$ cat config.mk
export PLATFORM = sky130hd
export DESIGN_NAME = ht_res_collector
export DESIGN_NICKNAME = d
export VERILOG_FILES = /design/src/rtl/ht_res_collector.sv
export SDC_FILE = /design/constraint.sdc
export NUM_CORES = 2
export LEC_CHECK = 0
export ABC_CLOCK_PERIOD_IN_PS = 10700
export CAP_MARGIN = 10
export CORE_MARGIN = 5
export CORE_UTILIZATION = 55
export CTS_CLUSTER_DIAMETER = 50
export DETAILED_ROUTE_END_ITERATION = 8
export PLACE_DENSITY = 0.85
export SYNTH_ARGS = -nofsm -noshare
export SYNTH_HDL_FRONTEND = slang
export SYNTH_SLANG_ARGS = --single-unit
$ cat constraint.sdc
create_clock -name clk_i -period 10.7 [get_ports clk_i]
set_clock_uncertainty 0.05 [all_clocks]
set_input_delay 2.14 -clock clk_i [delete_from_list [all_inputs] [get_ports clk_i]]
set_output_delay 2.14 -clock clk_i [all_outputs]
set_load 0.005 [all_outputs]
$ cat src/rtl/ht_res_collector.sv
// rtl/ht_res_collector.sv - result FIFO with valid/ready output and saturating per-rescode statistics
// Buffers hash table results for a slow consumer and counts accepted results by result code.

module ht_res_collector #(
    parameter int KEY_WIDTH    = 32,
    parameter int VALUE_WIDTH  = 32,
    parameter int BUCKET_WIDTH = 10,
    parameter int DEPTH        = 16,
    parameter int CNT_WIDTH    = 32
) (
    input  logic                       clk_i,
    input  logic                       rst_i,
    input  logic                       res_in_valid_i,
    output logic                       res_in_ready_o,
    input  logic [KEY_WIDTH-1:0]       res_in_key_i,
    input  logic [VALUE_WIDTH-1:0]     res_in_value_i,
    input  logic [1:0]                 res_in_opcode_i,
    input  logic [2:0]                 res_in_rescode_i,
    input  logic [BUCKET_WIDTH-1:0]    res_in_bucket_i,
    input  logic [VALUE_WIDTH-1:0]     res_in_found_value_i,
    input  logic [2:0]                 res_in_chain_state_i,
    output logic                       res_out_valid_o,
    input  logic                       res_out_ready_i,
    output logic [KEY_WIDTH-1:0]       res_out_key_o,
    output logic [VALUE_WIDTH-1:0]     res_out_value_o,
    output logic [1:0]                 res_out_opcode_o,
    output logic [2:0]                 res_out_rescode_o,
    output logic [BUCKET_WIDTH-1:0]    res_out_bucket_o,
    output logic [VALUE_WIDTH-1:0]     res_out_found_value_o,
    output logic [2:0]                 res_out_chain_state_o,
    output logic [$clog2(DEPTH):0]     level_o,
    input  logic [2:0]                 stat_sel_i,
    output logic [CNT_WIDTH-1:0]       stat_cnt_o,
    output logic [CNT_WIDTH-1:0]       stat_total_o,
    input  logic                       stat_clear_i
);

    localparam int PTR_W = $clog2(DEPTH);
    localparam int LVL_W = PTR_W + 1;
    localparam int PAY_W = KEY_WIDTH + 2 * VALUE_WIDTH + 2 + 3 + BUCKET_WIDTH + 3;

    logic [PAY_W-1:0]     mem [DEPTH];
    logic [PTR_W-1:0]     wr_ptr;
    logic [PTR_W-1:0]     rd_ptr;
    logic [LVL_W-1:0]     level;
    logic [CNT_WIDTH-1:0] cnt [8];
    logic [CNT_WIDTH-1:0] total;
    logic                 push;
    logic                 pop;

    // Flow control depends only on the registered level, never on res_out_ready_i.
    assign res_in_ready_o  = (level != LVL_W'(DEPTH));
    assign res_out_valid_o = (level != '0);
    assign push            = res_in_valid_i && res_in_ready_o;
    assign pop             = res_out_valid_o && res_out_ready_i;
    assign level_o         = level;
    assign stat_total_o    = total;

    assign {res_out_key_o, res_out_value_o, res_out_opcode_o, res_out_rescode_o,
            res_out_bucket_o, res_out_found_value_o, res_out_chain_state_o} = mem[rd_ptr];

    // Payload storage is intentionally not reset.
    always_ff @(posedge clk_i) begin
        if (push) begin
            mem[wr_ptr] <= {res_in_key_i, res_in_value_i, res_in_opcode_i, res_in_rescode_i,
                            res_in_bucket_i, res_in_found_value_i, res_in_chain_state_i};
        end
    end

    always_ff @(posedge clk_i) begin
        if (rst_i) begin
            wr_ptr <= '0;
            rd_ptr <= '0;
            level  <= '0;
        end else begin
            if (push) wr_ptr <= wr_ptr + PTR_W'(1);
            if (pop)  rd_ptr <= rd_ptr + PTR_W'(1);
            case ({push, pop})
                2'b10:   level <= level + LVL_W'(1);
                2'b01:   level <= level - LVL_W'(1);
                default: level <= level;
            endcase
        end
    end

    // Clear takes priority over counting a push in the same cycle.
    always_ff @(posedge clk_i) begin
        if (rst_i || stat_clear_i) begin
            for (int i = 0; i < 8; i++) cnt[i] <= '0;
            total <= '0;
        end else if (push) begin
            if (cnt[res_in_rescode_i] != '1) cnt[res_in_rescode_i] <= cnt[res_in_rescode_i] + CNT_WIDTH'(1);
            if (total != '1) total <= total + CNT_WIDTH'(1);
        end
    end

    always_ff @(posedge clk_i) begin
        if (rst_i) stat_cnt_o <= '0;
        else       stat_cnt_o <= cnt[stat_sel_i];
    end

endmodule

==> impl_metrics.yaml <==
outcome:
  status: "complete, no violations"
timing:
  rsz0062_at_grt: "false"
  fin_crit_sh: 0.626
  hold_viol_final: 0
  hold_ws_ns: 0.462
  worst_slack_ns: 4.01
  slew_headroom: 0.212
  fmax_ghz: 0.149
  setup_viol: 0
  worstMarginPinSlew_ns: 1.18
  fin_tns_setup_ns: 0
  min_period_ns: 6.69
  drv_slew: 0
clock_network:
  worstSkewPairLatency_ns: 0.83
  cts_resized: 0
  cts-root-buf: "clkbuf_16"
  clk_path_buf_depth: 3
  post_cts_buffers: 0
  tritoncts: "yes"
  clock_sinks: 2161
  cts_hold_buffers: 0
  cts.reportedPaths.clkPinSlew_ns: 0.06
  cts-htree-levels: 4
  cts_made_buffers: 209
critical_path:
  crit_path_start_kind: "register"
  required_ns: 8.51
  worstPathMaxFanout: 48
  cp_slowest_cell: "dfxtp_4"
  slowest_delay_ns: 0.84
  cp.buffers_inverters: 3
  crit_family: "buffers and inverters"
  path_cells: "buf_12 > buf_4 > mux4_2 > mux4_2 > clkdlybuf4s50_1"
  crit_arrival_ns: 4.50
  cpMostUsedCell: "mux4_2"
  crit_type: "register to primary output"
  cp-end-kind: "primary output"
power:
  p_leak_nw: 30.4
  vdd_drop_max_uv: 175
  powerDensity_mw_per_mm2: 213
  p_total_mw: 20.9
synth:
  netlist_top_cells_area: "edfxtp_1, mux4_2, dfxtp_1, nor2_1, mux2i_1"
  syn_area_mm2: 0.0850
  syn_inst: 3882
  synth_area_per_cell_um2: 21.9
  yosys_register_bits: 2161
  ys.flop_type: "edfxtp_1"
  yosysSeqAreaShare: 0.753
  synth-async-reset-ratio: 0
  yosysTopAreaCell: "edfxtp_1"
  netlist.area_leader.share: 0.734
  syn-num-nets: 4016
  synth_edf_count: 2080
  synth.distinct_cells: 71
  yosysWarningCount: 0
global_routing:
  antenna_found_initial: 32
  grt_max_degree: 149
  grt_use_total: 0.276
  grt_pass1_vias: 45000
  grt-ovfl-total: 0
  grt_pass1_wl_mm: 324
cells_and_area:
  drive_above_1_share: 0.255
  flow.area_growth_from_synthesis_pct: 15.0
  fin_area_mm2: 0.0978
  fin_nets: 4399
place:
  io_buffer_count: 306
  dpl_cell_area_mm2: 0.0906
  hpwl_mm: 112
  globalplace.congestion: 0.853
  place_ws_ns: 3.54
detailed_routing:
  drt_first_pass_iters: 6
  num_vias: 43300
  wl_mm: 224
  ant_nets: 0
  post_drt_wl_per_cell_um: 34.4
  drt-initial-drc-count: 6540
  drc: 0
  via_per_inst: 6.64
run:
  maxCapViolCount: 0
die:
  rows: 144
  dieArea_mm2: 0.163
  ios: 307
  initial_core_util: 0.553
  die_h_um: 403
  die_x_um: 403
  core_mm2: 0.154
min_path:
  min-delay-path-class: "register to register"
sequential cells by signal, indices dropped and copies added, names as in the netlist, named ones only:
signal and cells:
wr_ptr 4, stat_total_o 32, cnt 256, mem 1824, level_o 5, stat_cnt_o 32, rd_ptr 4
cells by family after synthesis:
family	Yosys count	synth area share
buffers and inverters	240	0.0119
DFF	2161	0.753
xor gates and xnor gates	57	0.00587
adders and majority gates	12	0.00185
muxes	751	0.188
AOI/OAI and AO/OA	101	0.00796
and+or+nand+nor	560	0.0309
power by group:
group	leakage, nW	switching, mW	total, mW	internal (mW)
Sequential	20.0	0.148	9.68	9.53
Combinational	6.93	1.67	3.55	1.88
Clock	3.47	3.32	7.64	4.32
Total	30.4	5.14	20.9	15.7
metrics by stage:
stage          instances   util
4_1_cts             6493  0.635
3_3_place_gp        6098  0.589
6_report            6515  0.636
2_1_floorplan       3882      -
5_1_grt             6506  0.636
3_5_place_dp        6098  0.589
synth_stat cells (all sizes together) (8+ instances only):
cell / count
a21o: 11
nor2: 291
xnor2: 27
edfxtp: 2080
and2: 8
mux4: 676
inv: 19
nand3: 12
ha: 11
mux2i: 60
nand4: 20
o21ai: 9
buf: 101
nor3: 80
nand2b: 13
nand2: 64
a21oi: 37
clkbuf: 119
nor4: 15
mux2: 15
xor2: 30
dfxtp: 81
worst min-delay path: stages, from the launching register on:
cell	delay [ns]
dfxtp_1	0.34
nand2_1	0.07
a21oi_1	0.05
final timing paths:
path	start	to	slack, ns	cells after the start
max	register	res_out_bucket_o[3]	4.01	5
min	wr_ptr[1]	wr_ptr[1]	0.46	2
max reg2reg	cnt[5][11]	cnt[5][20]	6.07	9
min reg2reg	wr_ptr[1]	wr_ptr[1]	0.46	2
area by class of cell:
cell class              instances  area [um2]
flip-flops and latches       2161       64100
diodes                         22        55.1
clock inverters               153        1750
multi-input cells            1481       20100
repair buffers                392        3780
fillers                      9590       56100
inverters                      20        75.1
clock buffers                 242        5410
well taps                    2044        2560
per-layer routing:
layer / part of all wire / GRT usage
met1: 0.34 / 0.358
met2: 0.52 / 0.468
met3: 0.11 / 0.0674
met4: 0.034 / 0.0894
met5: 0.00052 / 0
cell usage in the layout, fill, tap and decap left out, types with 7 or more instances in the layout:
cell type           n
dfxtp_1            77
xor2_1             30
nor2_4             12
mux2_2             15
clkbuf_1           30
and4_1              7
clkinv_2           38
clkdlybuf4s50_1   299
nor2_1            279
mux2i_1            60
ha_1               11
xnor2_1            27
buf_12              8
bufinv_16          27
clkinv_16           8
nand3_1            12
inv_1              18
a21oi_1            37
inv_6               7
buf_4              81
a21o_1             11
and2_1              8
clkinv_1           51
nand2b_1           13
o21ai_0             7
clkbuf_16         211
clkinvlp_4          8
nor4_1             12
nand4_1            20
diode_2            22
and3_1              7
mux4_2            676
nor3_1             76
edfxtp_1         2080
nand2_1            64
Power figures use the tool's default switching activity.
